<file path="config.mk">
export PLATFORM = sky130hd
export DESIGN_NAME = regfile_wb_scheduler
export DESIGN_NICKNAME = d
export VERILOG_FILES = /design/src/rtl/regfile_pkg.sv /design/src/rtl/rr_arbiter2.sv /design/src/rtl/regfile_wb_scheduler.sv
export SDC_FILE = /design/constraint.sdc
export NUM_CORES = 1
export LEC_CHECK = 0
export CAP_MARGIN = 20
export CORE_ASPECT_RATIO = 1.2
export CORE_MARGIN = 5
export CORE_UTILIZATION = 48
export DETAILED_ROUTE_END_ITERATION = 10
export PLACE_DENSITY = 0.86
export SYNTH_ARGS = -nofsm -noshare
export SYNTH_HDL_FRONTEND = slang
export SYNTH_SLANG_ARGS = --single-unit
</file>
<file path="constraint.sdc">
create_clock -name clk -period 3.1 [get_ports clk]
set_input_delay 0.62 -clock clk [delete_from_list [all_inputs] [get_ports clk]]
set_output_delay 0.62 -clock clk [all_outputs]
set_load 0.005 [all_outputs]
</file>
<file path="src/rtl/regfile_pkg.sv">
// Shared types and constants for the register-file write-back path.
//   REG_PC    : selector of r15 (PC), never written through this path
//   reg_idx_t : register selector
//   wb_src_t  : write-back requester identity
//   wb_cmd_t  : registered write command payload (selector + data)
package regfile_pkg;

  localparam int unsigned DATA_W   = 32;
  localparam int unsigned REG_AW   = 4;
  localparam int unsigned NUM_REGS = 15;
  localparam int unsigned CNT_W    = 2;

  typedef logic [REG_AW-1:0] reg_idx_t;
  typedef logic [CNT_W-1:0]  cnt_t;

  localparam reg_idx_t REG_PC = 4'hF;

  typedef enum logic {
    WB_ALU = 1'b0,
    WB_MEM = 1'b1
  } wb_src_t;

  typedef struct packed {
    reg_idx_t          sel;
    logic [DATA_W-1:0] data;
  } wb_cmd_t;

endpackage

</file>
<file path="src/rtl/rr_arbiter2.sv">
// Two-way round-robin arbiter with an internal last-grant pointer.
//   clk, rst : clock, asynchronous active-high reset
//   req[1:0] : requests
//   gnt[1:0] : one-hot grant (combinational)
// The pointer records which requester was granted last and advances only when
// a grant is issued. After reset it points at requester 0, so requester 1 wins
// the first tie.
module rr_arbiter2 (
  input  logic       clk,
  input  logic       rst,
  input  logic [1:0] req,
  output logic [1:0] gnt
);

  logic last_q;

  // Grant the sole requester, or on a tie the one not granted last.
  always_comb begin
    gnt = 2'b00;
    case (req)
      2'b01:   gnt = 2'b01;
      2'b10:   gnt = 2'b10;
      2'b11:   gnt = last_q ? 2'b01 : 2'b10;
      default: gnt = 2'b00;
    endcase
  end

  // Last-grant pointer.
  always_ff @(posedge clk or posedge rst) begin
    if (rst) begin
      last_q <= 1'b0;
    end else if (|gnt) begin
      last_q <= gnt[1];
    end
  end

endmodule

</file>
<file path="src/rtl/regfile_wb_scheduler.sv">
// Write-back scheduler for the 15-entry register file.
//   clk, rst                    : clock, asynchronous active-high reset
//   alu_valid/reg/data, ready   : ALU write-back request port
//   mem_valid/reg/data, ready   : memory write-back request port
//   reserve_valid, reserve_reg  : decode claims a destination register
//   src1_sel, src2_sel, hazard  : decode source selectors and RAW stall
//   regwBoolean, rwselector,
//   rwdata                      : registered register-file write command
//   busy_mask                   : per-register pending-write flags
//   err_pc_write, err_count     : sticky error flags
module regfile_wb_scheduler
  import regfile_pkg::*;
(
  input  logic                clk,
  input  logic                rst,
  input  logic                alu_valid,
  input  logic [REG_AW-1:0]   alu_reg,
  input  logic [DATA_W-1:0]   alu_data,
  output logic                alu_ready,
  input  logic                mem_valid,
  input  logic [REG_AW-1:0]   mem_reg,
  input  logic [DATA_W-1:0]   mem_data,
  output logic                mem_ready,
  input  logic                reserve_valid,
  input  logic [REG_AW-1:0]   reserve_reg,
  input  logic [REG_AW-1:0]   src1_sel,
  input  logic [REG_AW-1:0]   src2_sel,
  output logic                hazard,
  output logic                regwBoolean,
  output logic [REG_AW-1:0]   rwselector,
  output logic [DATA_W-1:0]   rwdata,
  output logic [NUM_REGS-1:0] busy_mask,
  output logic                err_pc_write,
  output logic                err_count
);

  logic [1:0]                gnt;
  wb_src_t                   win_src;
  wb_cmd_t                   win_cmd;
  wb_cmd_t                   cmd_q;
  logic                      xfer;
  logic                      xfer_pc;
  cnt_t [NUM_REGS-1:0]       cnt_q;
  cnt_t [NUM_REGS-1:0]       cnt_d;
  logic                      cnt_err;
  logic [NUM_REGS-1:0]       inc_vec;
  logic [NUM_REGS-1:0]       dec_vec;
  logic [(2**REG_AW)-1:0]    busy_ext;

  rr_arbiter2 u_arb (
    .clk (clk),
    .rst (rst),
    .req ({mem_valid, alu_valid}),
    .gnt (gnt)
  );

  // Ready is forced low while reset is held so nothing is accepted.
  assign alu_ready = gnt[0] & ~rst;
  assign mem_ready = gnt[1] & ~rst;
  assign xfer      = alu_ready | mem_ready;

  // Grant mux.
  always_comb begin
    win_src = mem_ready ? WB_MEM : WB_ALU;
    win_cmd = (win_src == WB_MEM) ? '{sel: mem_reg, data: mem_data}
                                  : '{sel: alu_reg, data: alu_data};
  end

  // A write-back to the PC is accepted but dropped.
  assign xfer_pc = xfer && (win_cmd.sel == REG_PC);

  // Registered write command; selector and data hold when idle.
  always_ff @(posedge clk or posedge rst) begin
    if (rst) begin
      regwBoolean <= 1'b0;
      cmd_q       <= '0;
    end else begin
      regwBoolean <= xfer && !xfer_pc;
      if (xfer && !xfer_pc) begin
        cmd_q <= win_cmd;
      end
    end
  end

  assign rwselector = cmd_q.sel;
  assign rwdata     = cmd_q.data;

  // Per-register reserve (increment) and write-back (decrement) strobes.
  always_comb begin
    inc_vec = '0;
    dec_vec = '0;
    for (int unsigned i = 0; i < NUM_REGS; i++) begin
      inc_vec[i] = reserve_valid && (reserve_reg == reg_idx_t'(i));
      dec_vec[i] = xfer && (win_cmd.sel == reg_idx_t'(i));
    end
  end

  // Counter next state: saturate at both ends and flag the attempt.
  always_comb begin
    cnt_d   = cnt_q;
    cnt_err = 1'b0;
    for (int unsigned i = 0; i < NUM_REGS; i++) begin
      if (inc_vec[i] && !dec_vec[i]) begin
        if (cnt_q[i] == '1) begin
          cnt_err = 1'b1;
        end else begin
          cnt_d[i] = cnt_q[i] + cnt_t'(1);
        end
      end else if (dec_vec[i] && !inc_vec[i]) begin
        if (cnt_q[i] == '0) begin
          cnt_err = 1'b1;
        end else begin
          cnt_d[i] = cnt_q[i] - cnt_t'(1);
        end
      end
    end
  end

  // Scoreboard counters and sticky error flags.
  always_ff @(posedge clk or posedge rst) begin
    if (rst) begin
      cnt_q        <= '0;
      err_pc_write <= 1'b0;
      err_count    <= 1'b0;
    end else begin
      cnt_q        <= cnt_d;
      err_pc_write <= err_pc_write | xfer_pc;
      err_count    <= err_count | cnt_err;
    end
  end

  always_comb begin
    busy_mask = '0;
    for (int unsigned i = 0; i < NUM_REGS; i++) begin
      busy_mask[i] = (cnt_q[i] != '0);
    end
  end

  // Padded so a PC selector indexes a constant-zero slot.
  assign busy_ext = {1'b0, busy_mask};

  assign hazard = ((src1_sel != REG_PC) && busy_ext[src1_sel]) ||
                  ((src2_sel != REG_PC) && busy_ext[src2_sel]);

endmodule

</file>
==> flow_metrics.tcl <==
set metrics [dict create \
    viasPerCell 5.57 \
    slew_viol_final 0 \
    coreArea_mm2 0.0101 \
    syn_inst 575 \
    dr.pass1.iters 6 \
    syn_area_mm2 0.00496 \
    drt-total-wl_mm 16.5 \
    clock_skew_ps 7.63 \
    crit_required_ps 2480 \
    maxCapViolations 0 \
    ys_warn_count 0 \
    grt_first_pass_wirelength_mm 25.0 \
    irDropWorstVdd_uv 310 \
    grt_usage 0.256 \
    cts_buffers 9 \
    critPathSlowestCell "clkdlybuf4s50_1" \
    antenna_found_initial 0 \
    clock.fmax_ghz 0.330 \
    h-tree-depth 3 \
    hold_viol 0 \
    drtIter0Drc 405 \
    clockRootBuffer "clkbuf_16" \
    drc 0 \
    grt_overflow 0 \
    cts_sinks 70 \
    r2r_setup_slack_ps 430 \
    grt_pass1_vias 5134 \
    slowest_delay_ps 450 \
    synth_area_per_cell_um2 8.63 \
    avgRoutedWirePerCell_um 18.2 \
    final-setup-viol-count 0 \
    core.rowCount 40 \
    io_buffer_count 145 \
    worstPathCellList "dlygate4sd2_1 > nor4b_2 > nor4_2 > a21oi_1 > o22ai_1 > a211o_1 > clkdlybuf4s50_1" \
    die_area_mm2 0.0125 \
    power_density_mw_per_mm2 444 \
    cp_max_fo 7 \
    final_nets 891 \
    cts_tree "built" \
    end_kind "output pin" \
    ioPinCount 146 \
    status "completed" \
    hold_class "flip-flop to flip-flop" \
    synth_cell_types 49 \
    n_fill_cell 695 \
    via_count 5028 \
    final.setup.tns_ps 0 \
    fin_crit_ps 3030 \
    start_util 0.493 \
    period_share 0.979 \
    worstPathArrival_ps 2410 \
    fin_total_pwr_uw 3270 \
    insertion_delay_ps 340 \
    insertedDiodeCount 0 \
    synth-seq-area-share 0.353 \
    cp-start-kind "input pin" \
    clk_transition_reported_paths_ps 60 \
    area_growth_pct 48.1 \
    final_cell_count_no_fill 903 \
    dp.cells 882 \
    grt_max_degree 71 \
    p_leak_uw 0.00347 \
    syn-num-nets 694 \
    die_h_um 121 \
    path_class "input pin to output pin" \
    worst_slew_pin_slew_ps 895 \
    die_x_um 103 \
    ys_ff_latch 70 \
    postRouteAntennaNets 0 \
    relSlewSlack 0.403 \
    hpwl_mm 12.4 \
    whs_ps 481 \
    drive_gt1_frac 0.179 \
    routabilityCongestion 1.01 \
    clockBufferDepth 2 \
]
-- stage by stage --
stage	instance area (um2)	utilization	worst slack, ps
after floorplan	4970	-	85.0
after global placement	6900	0.686	-330
after detailed placement	6900	0.686	-382
after CTS	7230	0.719	19.1
after global routing	7350	0.731	-40.3
final	7350	0.731	65.6
-- repair_timing --
item                                    4_1_cts  5_1_grt
cloned                                        0        1
pin swaps                                     0        1
setup buffers                                 0        4
resized for setup                            13       24
hold buffers                                  0        0
endpoints found under the setup margin        3        3
-- cells in the mapped netlist (all sizes together) --
| library cell | count | area, um2 |
|---|---|---|
| a211o | 1 | 8.76 |
| and3b | 1 | 8.76 |
| or3 | 2 | 12.5 |
| mux4 | 4 | 90.1 |
| a31oi | 12 | 75.1 |
| o31a | 6 | 52.6 |
| nand3 | 6 | 42.5 |
| nor2b | 10 | 62.6 |
| nand2b | 2 | 12.5 |
| o22ai | 1 | 6.26 |
| nor4b | 5 | 43.8 |
| nor3b | 12 | 90.1 |
| nor3 | 3 | 15.0 |
| nor2 | 51 | 191 |
| a21o | 1 | 7.51 |
| o211a | 1 | 10.0 |
| or4 | 1 | 7.51 |
| dfrtp | 70 | 1750 |
| o31ai | 6 | 45.0 |
| a22oi | 1 | 7.51 |
| mux2 | 37 | 510 |
| a2bb2oi | 4 | 35.0 |
| maj3 | 5 | 50.1 |
| o21a | 5 | 37.5 |
| a21oi | 9 | 45.0 |
| buf | 9 | 87.6 |
| o21ai | 47 | 235 |
| nor4 | 3 | 18.8 |
| ha | 30 | 375 |
| and2 | 5 | 31.3 |
| clkbuf | 6 | 22.5 |
| or2 | 4 | 25.0 |
| inv | 43 | 161 |
| a21boi | 2 | 18.8 |
| a32oi | 2 | 17.5 |
| and3 | 3 | 18.8 |
| nand4 | 4 | 25.0 |
| mux2i | 14 | 153 |
| nand2 | 147 | 554 |
-- report_power, final --
part           switching (uW)  total [uW]  internal (uW)
logic                     390         986            596
registers                 144        1210           1060
clock network             402        1070            669
-- layer usage --
| metal | GRT usage | share of wire | up-vias |
|---|---|---|---|
| met5 | 0 | 0 | - |
| met4 | 0.107 | 0.036 | 0 |
| met3 | 0.0656 | 0.11 | 50 |
| met1 | 0.292 | 0.37 | 2369 |
| li1 | - | - | 2359 |
| met2 | 0.448 | 0.49 | 250 |
-- registers in the layout, indices dropped and copies added (netlist names) --
| register | count |
|---|---|
| rwdata | 32 |
| err_count | 1 |
| err_pc_write | 1 |
| rwselector | 4 |
| cnt_q | 30 |
| u_arb.last_q | 1 |
| regwBoolean | 1 |
-- kinds of logic (layout without fill, tap and decap cells) --
kind of cell / count (synthesis) / after routing / share of synthesized area
simple gates: 259 / 260 / 0.234
compound gates: 98 / 98 / 0.121
flops: 70 / 70 / 0.353
buf+inv: 58 / 259 / 0.0547
mux: 55 / 55 / 0.152
fa+ha+maj: 35 / 35 / 0.0857
-- cell usage in the layout, fill, tap and decap left out, types with 5 or more instances in the layout --
| master | instances |
|---|---|
| a21oi_1 | 9 |
| a31oi_1 | 10 |
| buf_4 | 50 |
| clkbuf_16 | 9 |
| clkdlybuf4s50_1 | 138 |
| dfrtp_1 | 68 |
| ha_1 | 30 |
| inv_1 | 41 |
| maj3_1 | 5 |
| mux2_2 | 12 |
| mux2_4 | 25 |
| mux2i_1 | 12 |
| nand2_1 | 146 |
| nand3_1 | 5 |
| nor2_1 | 51 |
| nor2b_1 | 10 |
| nor3b_1 | 8 |
| o21a_1 | 5 |
| o21ai_0 | 42 |
| o31a_1 | 6 |
| o31ai_1 | 6 |
-- layout make-up --
class                      instances  area (um2)  area share
clock inverter                     4        53.8     0.00732
tap                              126         158      0.0215
sequential                        70        1750       0.239
multi-input combinational        448        3040       0.414
timing repair buffer             200        1910       0.260
inverter                          43         171      0.0233
clock buffer                      12         256      0.0349
-- path summary, 6_finish.rpt --
path / end / from / depth (start not counted)
worst min register to register: err_pc_write / err_pc_write / 1
worst max-delay path: hazard / src1_sel[1] / 7
min in group asynchronous: u_arb.last_q / rst / 4
worst min-delay path: err_pc_write / err_pc_write / 1
max in group asynchronous: cnt_q[6] / rst / 4
worst max register to register: err_count / u_arb.last_q / 10
-- worst max-delay path, delay by kind of cell --
family,cells,cell delay (ps)
buffers and inverters,2,840
AND/OR/NAND/NOR,2,450
AO/OA/AOI/OAI,3,510
Power figures use the tool's default switching activity.
==> RTL change 1: new RTL, same settings <==
Make the reset (`rst`) synchronous in 3 clocked blocks. Comments in the files are not updated.
--- a/src/rtl/rr_arbiter2.sv
+++ b/src/rtl/rr_arbiter2.sv
@@ -26,7 +26,7 @@
   end
 
   // Last-grant pointer.
-  always_ff @(posedge clk or posedge rst) begin
+  always_ff @(posedge clk) begin
     if (rst) begin
       last_q <= 1'b0;
     end else if (|gnt) begin
--- a/src/rtl/regfile_wb_scheduler.sv
+++ b/src/rtl/regfile_wb_scheduler.sv
@@ -70,7 +70,7 @@
   assign xfer_pc = xfer && (win_cmd.sel == REG_PC);
 
   // Registered write command; selector and data hold when idle.
-  always_ff @(posedge clk or posedge rst) begin
+  always_ff @(posedge clk) begin
     if (rst) begin
       regwBoolean <= 1'b0;
       cmd_q       <= '0;
@@ -117,7 +117,7 @@
   end
 
   // Scoreboard counters and sticky error flags.
-  always_ff @(posedge clk or posedge rst) begin
+  always_ff @(posedge clk) begin
     if (rst) begin
       cnt_q        <= '0;
       err_pc_write <= 1'b0;
Behaviour: differs if rst is asserted again (counterexample within 4 cycles, from zero or initial values and one cycle with rst high); with rst held inactive, the same outputs for 4 cycles.
==> RTL change 1 against the original RTL <==
Cell area shrank 8.9%. Total power shrank 22%. Synthesized cell count grew 1.9%. Sequential cell count is the same. Core utilization shrank 2.4 points. Final cell count shrank 2.4%. Worst setup slack gained 75 ps. Synthesized area shrank 6.8%. Non-clock buffer count shrank 14. Wire length shrank 12%. First-iteration DRC count shrank 45%.
==> RTL change 1: results <==
group,metric,value,unit
routing,dr_wl_met2,7280,um
worst_setup_path,r2r-start,"u_arb.last_q",
worst_setup_path,reg2regPathDepth,8,
routing,num_vias,4979,
worst_setup_path,setup.worst_path.start,"src2_sel[2]",
final_layout,drive_gt1_frac,0.111,
worst_setup_path,critPathMaxStageDelay,510,ps
global_routing,met3_usage,0.0812,
routing,drt_iter0_drc,224,
routing,wirelength,14500,um
global_routing,grt_pass1_wl,23200,um
min_path,min_from,"err_pc_write",
routing,wl_met3,1260,um
worst_setup_path,reg2reg_slack,630,ps
yosys,synth_nets,705,
routing,first_pass_iters,4,
yosys,synthTopCellsByCount,"81 x nor2_1, 70 x dfxtp_1, 39 x o21ai_0",
yosys,synthArstFlopShare,0,
pwr,p_comb_frac,0.216,
yosys,ys.flop_type,"dfxtp_1",
run_status,status,"finished clean",
routing,met1_length,5500,um
routing,wl_per_cell,16.5,um
global_routing,grt_max_degree,48,
global_routing,met2_usage,0.440,
yosys,synth_area_leaders,"dfxtp_1 30%, ha_1 8.1%, mux2i_1 7.1%",
global_routing,met1_usage,0.245,
yosys,synth_mux_area_frac,0.0738,
pwr,vdd_drop_max,0.000365,V
placed_design,finalWeightedCongestion,0.928,
yosys,avgSynthCellArea,7.89,um^2
sta,hold_slack,480,ps
final_layout,nets,873,
pwr,pg_seq,979,uW
placed_design,dp_hpwl,11400,um
yosys,yosysSeqAreaShare,0.303,
global_routing,grt_usage,0.242,
==> RTL change 1: cell count changes after synthesis, sizes merged, moves of 19 or more <==
cell,change
dfrtp,-70
nand2,-112
mux2i,+19
nor3,+19
nor2,+32
mux2,-36
a211oi,+36
a21oi,+24
dfxtp,+70
==> RTL change 1: cell type report <==
| class | count | area share |
|---|---|---|
| Clock buffer | 11 | 0.0363 |
| Inverter | 27 | 0.0151 |
| Sequential cell | 70 | 0.209 |
| Multi-Input combinational cell | 460 | 0.447 |
| Clock inverter | 4 | 0.00710 |
| Timing Repair Buffer | 186 | 0.262 |
| Tap cell | 123 | 0.0230 |
==> RTL change 1: worst min-delay path by stage <==
| stage | endpoint | cells after the start |
|---|---|---|
| after global placement | err_pc_write | 2 |
| after global routing | rwdata[11] | 2 |
| after floorplan | err_pc_write | 2 |
| after CTS | err_pc_write | 2 |
| after detailed placement | err_pc_write | 2 |
| final | err_pc_write | 2 |
==> RTL change 2: new RTL, same flow settings <==
Made on the original files. The package constant `DATA_W` goes from 32 to 28.
--- a/src/rtl/regfile_pkg.sv
+++ b/src/rtl/regfile_pkg.sv
@@ -5,7 +5,7 @@
 //   wb_cmd_t  : registered write command payload (selector + data)
 package regfile_pkg;
 
-  localparam int unsigned DATA_W   = 32;
+  localparam int unsigned DATA_W   = 28;
   localparam int unsigned REG_AW   = 4;
   localparam int unsigned NUM_REGS = 15;
   localparam int unsigned CNT_W    = 2;
Interface: changed (resized alu_data, mem_data and rwdata); port bits go from 146 to 134. The function was not compared with the original's and may differ.
==> RTL change 2 against the original RTL <==
Critical path depth is 4 higher. Sequential share of layout area hardly changed. Worst setup slack better by 43 ps. Cell area is 5.7% lower. Largest power group unchanged. Clock skew is 3.6 ps lower. Global-route usage is 0.87 points higher. Synthesized area is 7.1% lower. Wire length is 5.6% lower. Total power is 19% lower. Final cell count is 4.7% lower. Sequential cell count is 4 lower. Via count is 1.5% lower.
==> RTL change 2: results <==
group,metric,value,unit
run_status,status,"finished clean",
yosys,synth_cell_types,54,
placed_design,dp_hpwl,11500,um
placed_design,place_area,0.00647,mm^2
yosys,synth_nets,645,
placed_design,dp_slack,-443,ps
yosys,yosysSeqAreaShare,0.358,
worst_setup_path,cp_top_family,"simple AND/OR/NAND/NOR gates",
yosys,synthCells,534,
routing,num_vias,4953,
final_layout,drive_gt1_frac,0.171,
worst_setup_path,worstPathArrival,3200,ps
worst_setup_path,cp_slowest_cell,"or4_1",
sta,hold_slack,495,ps
global_routing,grt_pass1_wl,24800,um
pwr,vdd_drop_max,0.000294,V
final_layout,nFillCells,662,
routing,avgViaCountPerCell,5.75,
sta,clock-skew-final,3.99,ps
pwr,swShare,0.285,
placed_design,finalWeightedCongestion,0.965,
global_routing,grt_usage,0.265,
routing,drt_iter0_drc,300,
yosys,synth_area_leaders,"dfrtp_1 36%, ha_1 8.1%, mux2i_1 7.2%",
placed_design,portBuffers,133,
worst_setup_path,crit_fanout,9,
worst_setup_path,critPathMaxStageDelay,400,ps
global_routing,first_global_vias,5220,
[RTL change 2: cell count changes in the layout (fill, tap and decap cells not counted), moves of 6 or more]
cell             unedited run  this run
nor2_1                     51        64
buf_4                      50        64
a21oi_1                     9        43
and3_1                      3         9
mux2i_1                    12        32
clkdlybuf4s50_1           138       126
nand3_1                     5        14
mux2_4                     25         1
nor3_1                      3        13
mux2_2                     12         4
nand2_1                   146        34
[RTL change 2: worst max-delay path by stage]
| stage | slack, ps | to | startpoint | depth (start not counted) |
|---|---|---|---|---|
| 2_1_floorplan | -200 | err_count | rst | 9 |
| 5_1_grt | 20 | err_count | alu_valid | 11 |
| 4_1_cts | 2 | hazard | src1_sel[1] | 8 |
| 3_3_place_gp | -380 | err_count | mem_valid | 11 |
| 6_report | 110 | err_count | alu_valid | 11 |
| 3_5_place_dp | -440 | err_count | mem_valid | 11 |
[RTL change 2: area by class of cell]
class | instances | area (um^2) | share of cell area
Multi-Input combinational cell | 411 | 2810 | 0.406
Clock buffer | 11 | 233 | 0.0336
Clock inverter | 5 | 31.3 | 0.00451
Inverter | 42 | 161 | 0.0233
Tap cell | 123 | 154 | 0.0222
Sequential cell | 66 | 1650 | 0.238
Timing Repair Buffer | 203 | 1890 | 0.273
[RTL change 2: worst register-to-register path, delay by kind of cell (launching register included)]
family / cells / cell delay [ps]
adders and majority gates: 1 / 240
and+or+nand+nor: 5 / 1240
DFF: 1 / 400
AOI/OAI and AO/OA: 3 / 680
buffers and inverters: 1 / 140
[RTL change 2: logic make-up (layout without fill, tap and decap cells)]
| family | after synthesis | after routing | synth area share |
|---|---|---|---|
| adders and majority gates | 33 | 33 | 0.0879 |
| buffers and inverters | 57 | 261 | 0.0619 |
| and+or+nand+nor | 204 | 204 | 0.227 |
| DFF | 66 | 66 | 0.358 |
| muxes | 40 | 40 | 0.0936 |
| AOI/OAI and AO/OA | 134 | 134 | 0.172 |
[RTL change 2: metal layers]
metal	up-vias	part of all wire
met2	244	0.52
li1	2288	-
met5	-	0
met4	0	0.046
met3	54	0.075
met1	2367	0.36
[RTL change 2: timing repair]
item                       CTS  global route
resized for setup           26            11
setup buffers                8             2
pin swaps                    5             2
setup endpoints to repair    3             2
[RTL change 2: power by group through the flow]
stage / clock network, mW / registers, mW / logic (mW)
final: 0.906 / 1.02 / 0.729
after global routing: 0.968 / 1.03 / 0.779
after detailed placement: 0 / 1.03 / 0.689
after global placement: 0 / 1.02 / 0.669
after CTS: 0.923 / 1.02 / 0.717
after floorplan: 0 / 1.02 / 0.285
